<file path="src/rtl/perceptron_classifier_pkg.sv">
// Shared widths, label encodings and state type for the perceptron classifier
// and the trainer datapath.
package perceptron_classifier_pkg;

  localparam int FEAT_W   = 7;
  localparam int WGT_W    = 14;
  localparam int PROD_W   = 21;
  localparam int SLICE_HI = 17;
  localparam int SLICE_LO = 4;
  localparam int SUM_W    = SLICE_HI - SLICE_LO + 1;
  localparam int CNT_W    = 8;
  localparam int LBL_W    = 2;

  localparam logic [LBL_W-1:0] LBL_POS = 2'b01;
  localparam logic [LBL_W-1:0] LBL_NEG = 2'b11;

  typedef enum logic {
    ST_IDLE,
    ST_RUN
  } state_t;

  function automatic logic [LBL_W-1:0] sign_to_label(input logic neg);
    return neg ? LBL_NEG : LBL_POS;
  endfunction

endpackage

</file>
<file path="src/rtl/perceptron_classifier_dot.sv">
// Dot product plus bias: two product slices, then a wrapping 14-bit sum.
// Purely combinational; the slice and sum halves can be split across a pipeline.
module perceptron_dot
  import perceptron_classifier_pkg::*;
(
  input  logic signed [FEAT_W-1:0] x1,
  input  logic signed [FEAT_W-1:0] x2,
  input  logic signed [WGT_W-1:0]  w1,
  input  logic signed [WGT_W-1:0]  w2,
  output logic signed [SUM_W-1:0]  p1,
  output logic signed [SUM_W-1:0]  p2,
  input  logic signed [SUM_W-1:0]  p1_sum,
  input  logic signed [SUM_W-1:0]  p2_sum,
  input  logic signed [WGT_W-1:0]  b,
  output logic signed [SUM_W-1:0]  s
);

  logic signed [PROD_W-1:0] m1;
  logic signed [PROD_W-1:0] m2;
  logic                     unused_bits;

  assign m1 = PROD_W'(x1) * PROD_W'(w1);
  assign m2 = PROD_W'(x2) * PROD_W'(w2);

  // Trainer format keeps only bits [17:4]; upper and lower bits are dropped.
  assign p1 = m1[SLICE_HI:SLICE_LO];
  assign p2 = m2[SLICE_HI:SLICE_LO];
  assign unused_bits = ^{m1[PROD_W-1:SLICE_HI+1], m1[SLICE_LO-1:0],
                         m2[PROD_W-1:SLICE_HI+1], m2[SLICE_LO-1:0]};

  assign s = p1_sum + p2_sum + b;

endmodule

</file>
<file path="src/rtl/perceptron_classifier.sv">
// Two-stage perceptron inference pipeline with valid/ready handshakes,
// weight loading only when drained, and saturating result/error counters.
module perceptron_classifier
  import perceptron_classifier_pkg::*;
(
  input  logic                    clk,
  input  logic                    rst,
  input  logic                    w_load,
  input  logic signed [WGT_W-1:0] w1in,
  input  logic signed [WGT_W-1:0] w2in,
  input  logic signed [WGT_W-1:0] bin,
  input  logic                    in_valid,
  output logic                    in_ready,
  input  logic signed [FEAT_W-1:0] x1in,
  input  logic signed [FEAT_W-1:0] x2in,
  input  logic signed [LBL_W-1:0] tin,
  output logic                    out_valid,
  input  logic                    out_ready,
  output logic signed [LBL_W-1:0] tout,
  output logic                    match,
  output logic [CNT_W-1:0]        sample_count,
  output logic [CNT_W-1:0]        err_count
);

  state_t state_q, state_d;

  logic signed [WGT_W-1:0] w1_q, w2_q, b_q;
  logic                    v1, v2;
  logic signed [SUM_W-1:0] p1_d, p2_d, p1_q, p2_q, s_d, s_q;
  logic                    t_neg_q;
  logic                    adv1, adv2, load_ok, accept, out_fire;
  logic                    tin_unused;

  assign tin_unused = tin[0];

  perceptron_dot u_dot (
    .x1     (x1in),
    .x2     (x2in),
    .w1     (w1_q),
    .w2     (w2_q),
    .p1     (p1_d),
    .p2     (p2_d),
    .p1_sum (p1_q),
    .p2_sum (p2_q),
    .b      (b_q),
    .s      (s_d)
  );

  always_comb begin
    state_d  = state_q;
    load_ok  = w_load && !v1 && !v2;
    adv2     = !v2 || out_ready;
    adv1     = !v1 || adv2;
    in_ready = (state_q == ST_RUN) && adv1 && !load_ok;
    accept   = in_valid && in_ready;
    out_fire = v2 && out_ready;
    if (load_ok) state_d = ST_RUN;
  end

  always_ff @(posedge clk) begin
    if (rst) state_q <= ST_IDLE;
    else     state_q <= state_d;
  end

  always_ff @(posedge clk) begin
    if (rst) begin
      w1_q <= '0;
      w2_q <= '0;
      b_q  <= '0;
    end else if (load_ok) begin
      w1_q <= w1in;
      w2_q <= w2in;
      b_q  <= bin;
    end
  end

  always_ff @(posedge clk) begin
    if (rst) begin
      v1      <= 1'b0;
      p1_q    <= '0;
      p2_q    <= '0;
      t_neg_q <= 1'b0;
    end else if (adv1) begin
      v1 <= accept;
      if (accept) begin
        p1_q    <= p1_d;
        p2_q    <= p2_d;
        t_neg_q <= tin[1];
      end
    end
  end

  always_ff @(posedge clk) begin
    if (rst) begin
      v2    <= 1'b0;
      s_q   <= '0;
      match <= 1'b0;
    end else if (adv2) begin
      v2 <= v1;
      if (v1) begin
        s_q   <= s_d;
        match <= ~(s_d[SUM_W-1] ^ t_neg_q);
      end
    end
  end

  assign out_valid = v2;
  assign tout      = sign_to_label(s_q[SUM_W-1]);

  // Load and output handshake are mutually exclusive: a load needs v2 low.
  always_ff @(posedge clk) begin
    if (rst || load_ok) begin
      sample_count <= '0;
      err_count    <= '0;
    end else if (out_fire) begin
      if (sample_count != '1) sample_count <= sample_count + 1'b1;
      if (!match && err_count != '1) err_count <= err_count + 1'b1;
    end
  end

endmodule
</file>
<file path="config.mk">
export PLATFORM = sky130hd
export DESIGN_NAME = perceptron_classifier
export DESIGN_NICKNAME = d
export VERILOG_FILES = /design/src/rtl/perceptron_classifier_pkg.sv /design/src/rtl/perceptron_classifier_dot.sv /design/src/rtl/perceptron_classifier.sv
export SDC_FILE = /design/constraint.sdc
export NUM_CORES = 1
export LEC_CHECK = 0
export ABC_AREA = 1
export CAP_MARGIN = 15
export CORE_ASPECT_RATIO = 0.75
export CORE_MARGIN = 4
export CORE_UTILIZATION = 25
export CTS_CLUSTER_DIAMETER = 150
export CTS_CLUSTER_SIZE = 20
export DETAILED_ROUTE_END_ITERATION = 8
export PLACE_DENSITY = 0.49
export SETUP_SLACK_MARGIN = 0.3
export SLEW_MARGIN = 20
export SYNTH_ARGS = -nofsm -noshare
export SYNTH_HDL_FRONTEND = slang
export SYNTH_HIERARCHICAL = 1
export SYNTH_SLANG_ARGS = --single-unit
</file>
<file path="constraint.sdc">
create_clock -name clk -period 6.7 [get_ports clk]
set_clock_uncertainty 0.1 [all_clocks]
set_input_delay 2.01 -clock clk [delete_from_list [all_inputs] [get_ports clk]]
set_output_delay 2.01 -clock clk [all_outputs]
set_load 0.05 [all_outputs]
</file>
==> results of run 1 <==
[what timing repair did]
item | 4_1_cts | 5_1_grt
setup endpoints to repair | 0 | 19
setup buffers | 0 | 1
hold endpoints to repair | 0 | 0
resized for setup | 0 | 34
[area by class of cell]
type	count	area [um2]	share of cell area [%]
tap	569	712	5.47
inverter	353	1330	10.2
clock inverter	7	66.3	0.510
clock buffer	9	225	1.73
multi-input combinational	1030	7540	58.0
timing repair buffer	134	1290	9.91
sequential	92	1840	14.2
[stage by stage]
step / util (%) / TNS [ns]
floorplan: - / 0
global placement: 29.7 / -0.0790
detailed placement: 29.7 / -0.129
CTS: 30.4 / 0
global route: 30.7 / 0
finish: 30.7 / 0
[layer usage]
metal | up-vias | share of wire, % | track usage [%]
li1 | 4731 | - | -
met1 | 4349 | 51 | 18.4
met2 | 148 | 44 | 20.4
met3 | 21 | 4.0 | 2.26
met4 | 0 | 1.0 | 2.80
met5 | - | 0 | 0
[report_power, final]
part	internal (mW)	total (mW)	switching, mW
Combinational	0.774	1.79	1.01
Clock	0.261	0.534	0.273
Sequential	0.586	0.639	0.0531
[worst max path at each step]
| stage | cells after the start | slack, ns | to |
|---|---|---|---|
| 2_1_floorplan | 18 | 0.74 | p2_q[12] |
| 3_3_place_gp | 20 | -0.08 | p2_q[13] |
| 3_5_place_dp | 20 | -0.08 | p2_q[13] |
| 4_1_cts | 20 | 0.31 | p2_q[13] |
| 5_1_grt | 21 | 0.29 | p2_q[13] |
| 6_report | 18 | 0.55 | p2_q[4] |
[worst reg2reg max path, stage by stage, from the launching register on]
cell     delay, ns
dfxtp_1       0.40
or2_2         0.34
fa_1          0.46
fa_1          0.55
inv_1         0.06
fa_1          0.53
inv_1         0.05
fa_1          0.54
inv_1         0.07
ha_4          0.29
nand2_1       0.11
nor2_2        0.14
a21o_1        0.16
buf_4         0.11
xor2_1        0.16
nand3_1       0.09
a21oi_1       0.15
[flip-flops by register name (all words and copies together), names as in the netlist]
| register | cells |
|---|---|
| p1_q | 14 |
| v1 | 1 |
| out_valid | 1 |
| w1_q | 14 |
| match | 1 |
| state_q | 1 |
| p2_q | 14 |
| s_q | 1 |
| w2_q | 14 |
| t_neg_q | 1 |
| b_q | 14 |
| err_count | 8 |
| sample_count | 8 |
==> results_dict.tcl, run 1 <==
set metrics [dict create \
    r2r-end "p2_q[4]" \
    ant_nets 0 \
    hold_path.class "flop to flop" \
    syn_avg_cell_area_um2 7.10 \
    netlist_instances 1516 \
    wire_per_inst_um 13.0 \
    fin_crit_ns 6.15 \
    cts-htree-levels 3 \
    cts_buffer_depth 2 \
    routed_wl_mm 28.5 \
    endpoint_kind "flop" \
    cts_tree "done" \
    vias_per_cell 4.22 \
    antenna_cells 0 \
    crit_path_start_kind "input pin" \
    holdPathEnd "p1_q[0]" \
    dpl.cell_count 2177 \
    synth_warnings 6 \
    crit_path_cell_trace "clkdlybuf4s50_1 > inv_2 > or2_2 > fa_1 > fa_1 > inv_1 > fa_1 > inv_1 > fa_1 > inv_1 > ha_4 > nand2_1 > nor2_2 > a21o_1 > buf_4 > xor2_1 > nand3_1 > a21oi_1" \
    max_stage_delay_ns 0.55 \
    cts_buffers 9 \
    stdcell_count 2194 \
    core_region_area_um2 42300 \
    reg2reg_depth 16 \
    placed_area_um2 12600 \
    crit_type "input pin to flop" \
    final_cell_mix "nand2_1 (361), inv_1 (348), nor2_1 (146)" \
    fmax_mhz 163 \
    p_total_mw 2.96 \
    hp-start "p1_q[0]" \
    place_hpwl_mm 22.4 \
    fill_cells 4606 \
    dieWidth_um 248 \
    cp.arrival_ns 6.37 \
    dieArea_um2 46500 \
    holdWs_ns 0.372 \
    dp_slack_ns -0.0822 \
    min_path_cells 2 \
    p_per_area_nw_per_um2 228 \
    clk_latency_ns 0.38 \
    grt_max_degree 46 \
    initial_utilization_pct 25.5 \
    rsz0062_at_grt "true" \
    fin_crit_sh_pct 91.8 \
    leakagePower_nw 7.01 \
    max-slew-margin-rel_pct 39.8 \
    io_buffers 81 \
    grt_use_total_pct 12.9 \
    die_y_um 188 \
    drv_cap 0 \
    worst_path_most_repeated_cell "fa_1" \
    area_growth_pct 20.8 \
    slowest_stage "fa_1" \
    cts_hold_buffers 0 \
    status "complete, no violations" \
    ios 84 \
    numClockSinks 92 \
    std_cell_rows 65 \
    grt_antenna_before_repair 0 \
    overflow 0 \
    drt_first_iter_violations 509 \
    synth_nets 1800 \
    grt_pass1_vias 9646 \
    drv_slew 0 \
    worst_slew_pin_slew_ns 0.902 \
    vdd_drop_max_mv 0.112 \
    synthesis.area_um2 10800 \
    worstPathBufferInverterCount 6 \
    grt_pass1_wl_mm 48.5 \
    design_area_um2 13000 \
    setup_slack_ns 0.550 \
    drc 0 \
    clk_pin_slew_ns 0.08 \
    critPathLaunch "x2in[6]" \
    final_common_cell "nand2_1" \
    vias 9249 \
    finalWeightedCongestion 0.858 \
    cts_root_buf "clkbuf_16" \
    drive_above_1_share_pct 7.38 \
    final_nets 1904 \
    dr.pass1.iters 5 \
    r2r_slack_ns 2.32 \
    cp.required_ns 6.92 \
    setup_viol 0 \
    critPathTopFamily "adder cells" \
    crit_path_max_fanout 4 \
    reg2reg_from "w2_q[0]" \
    final_hold_viol_count 0 \
]
Note: power is estimated with default switching activity, not from simulation.
==> run 2, diff against run 1 <==
Settings changed: CTS_CLUSTER_DIAMETER 150 to 120.
==> results of run 2 <==
The final DEF is identical to that of run 1; final timing and power are the same.
==> run 3, diff against run 2 <==
Settings changed: ABC_CLOCK_PERIOD_IN_PS set to 6700.
==> results of run 3 <==
The final DEF is identical to that of run 1; final timing and power are the same.
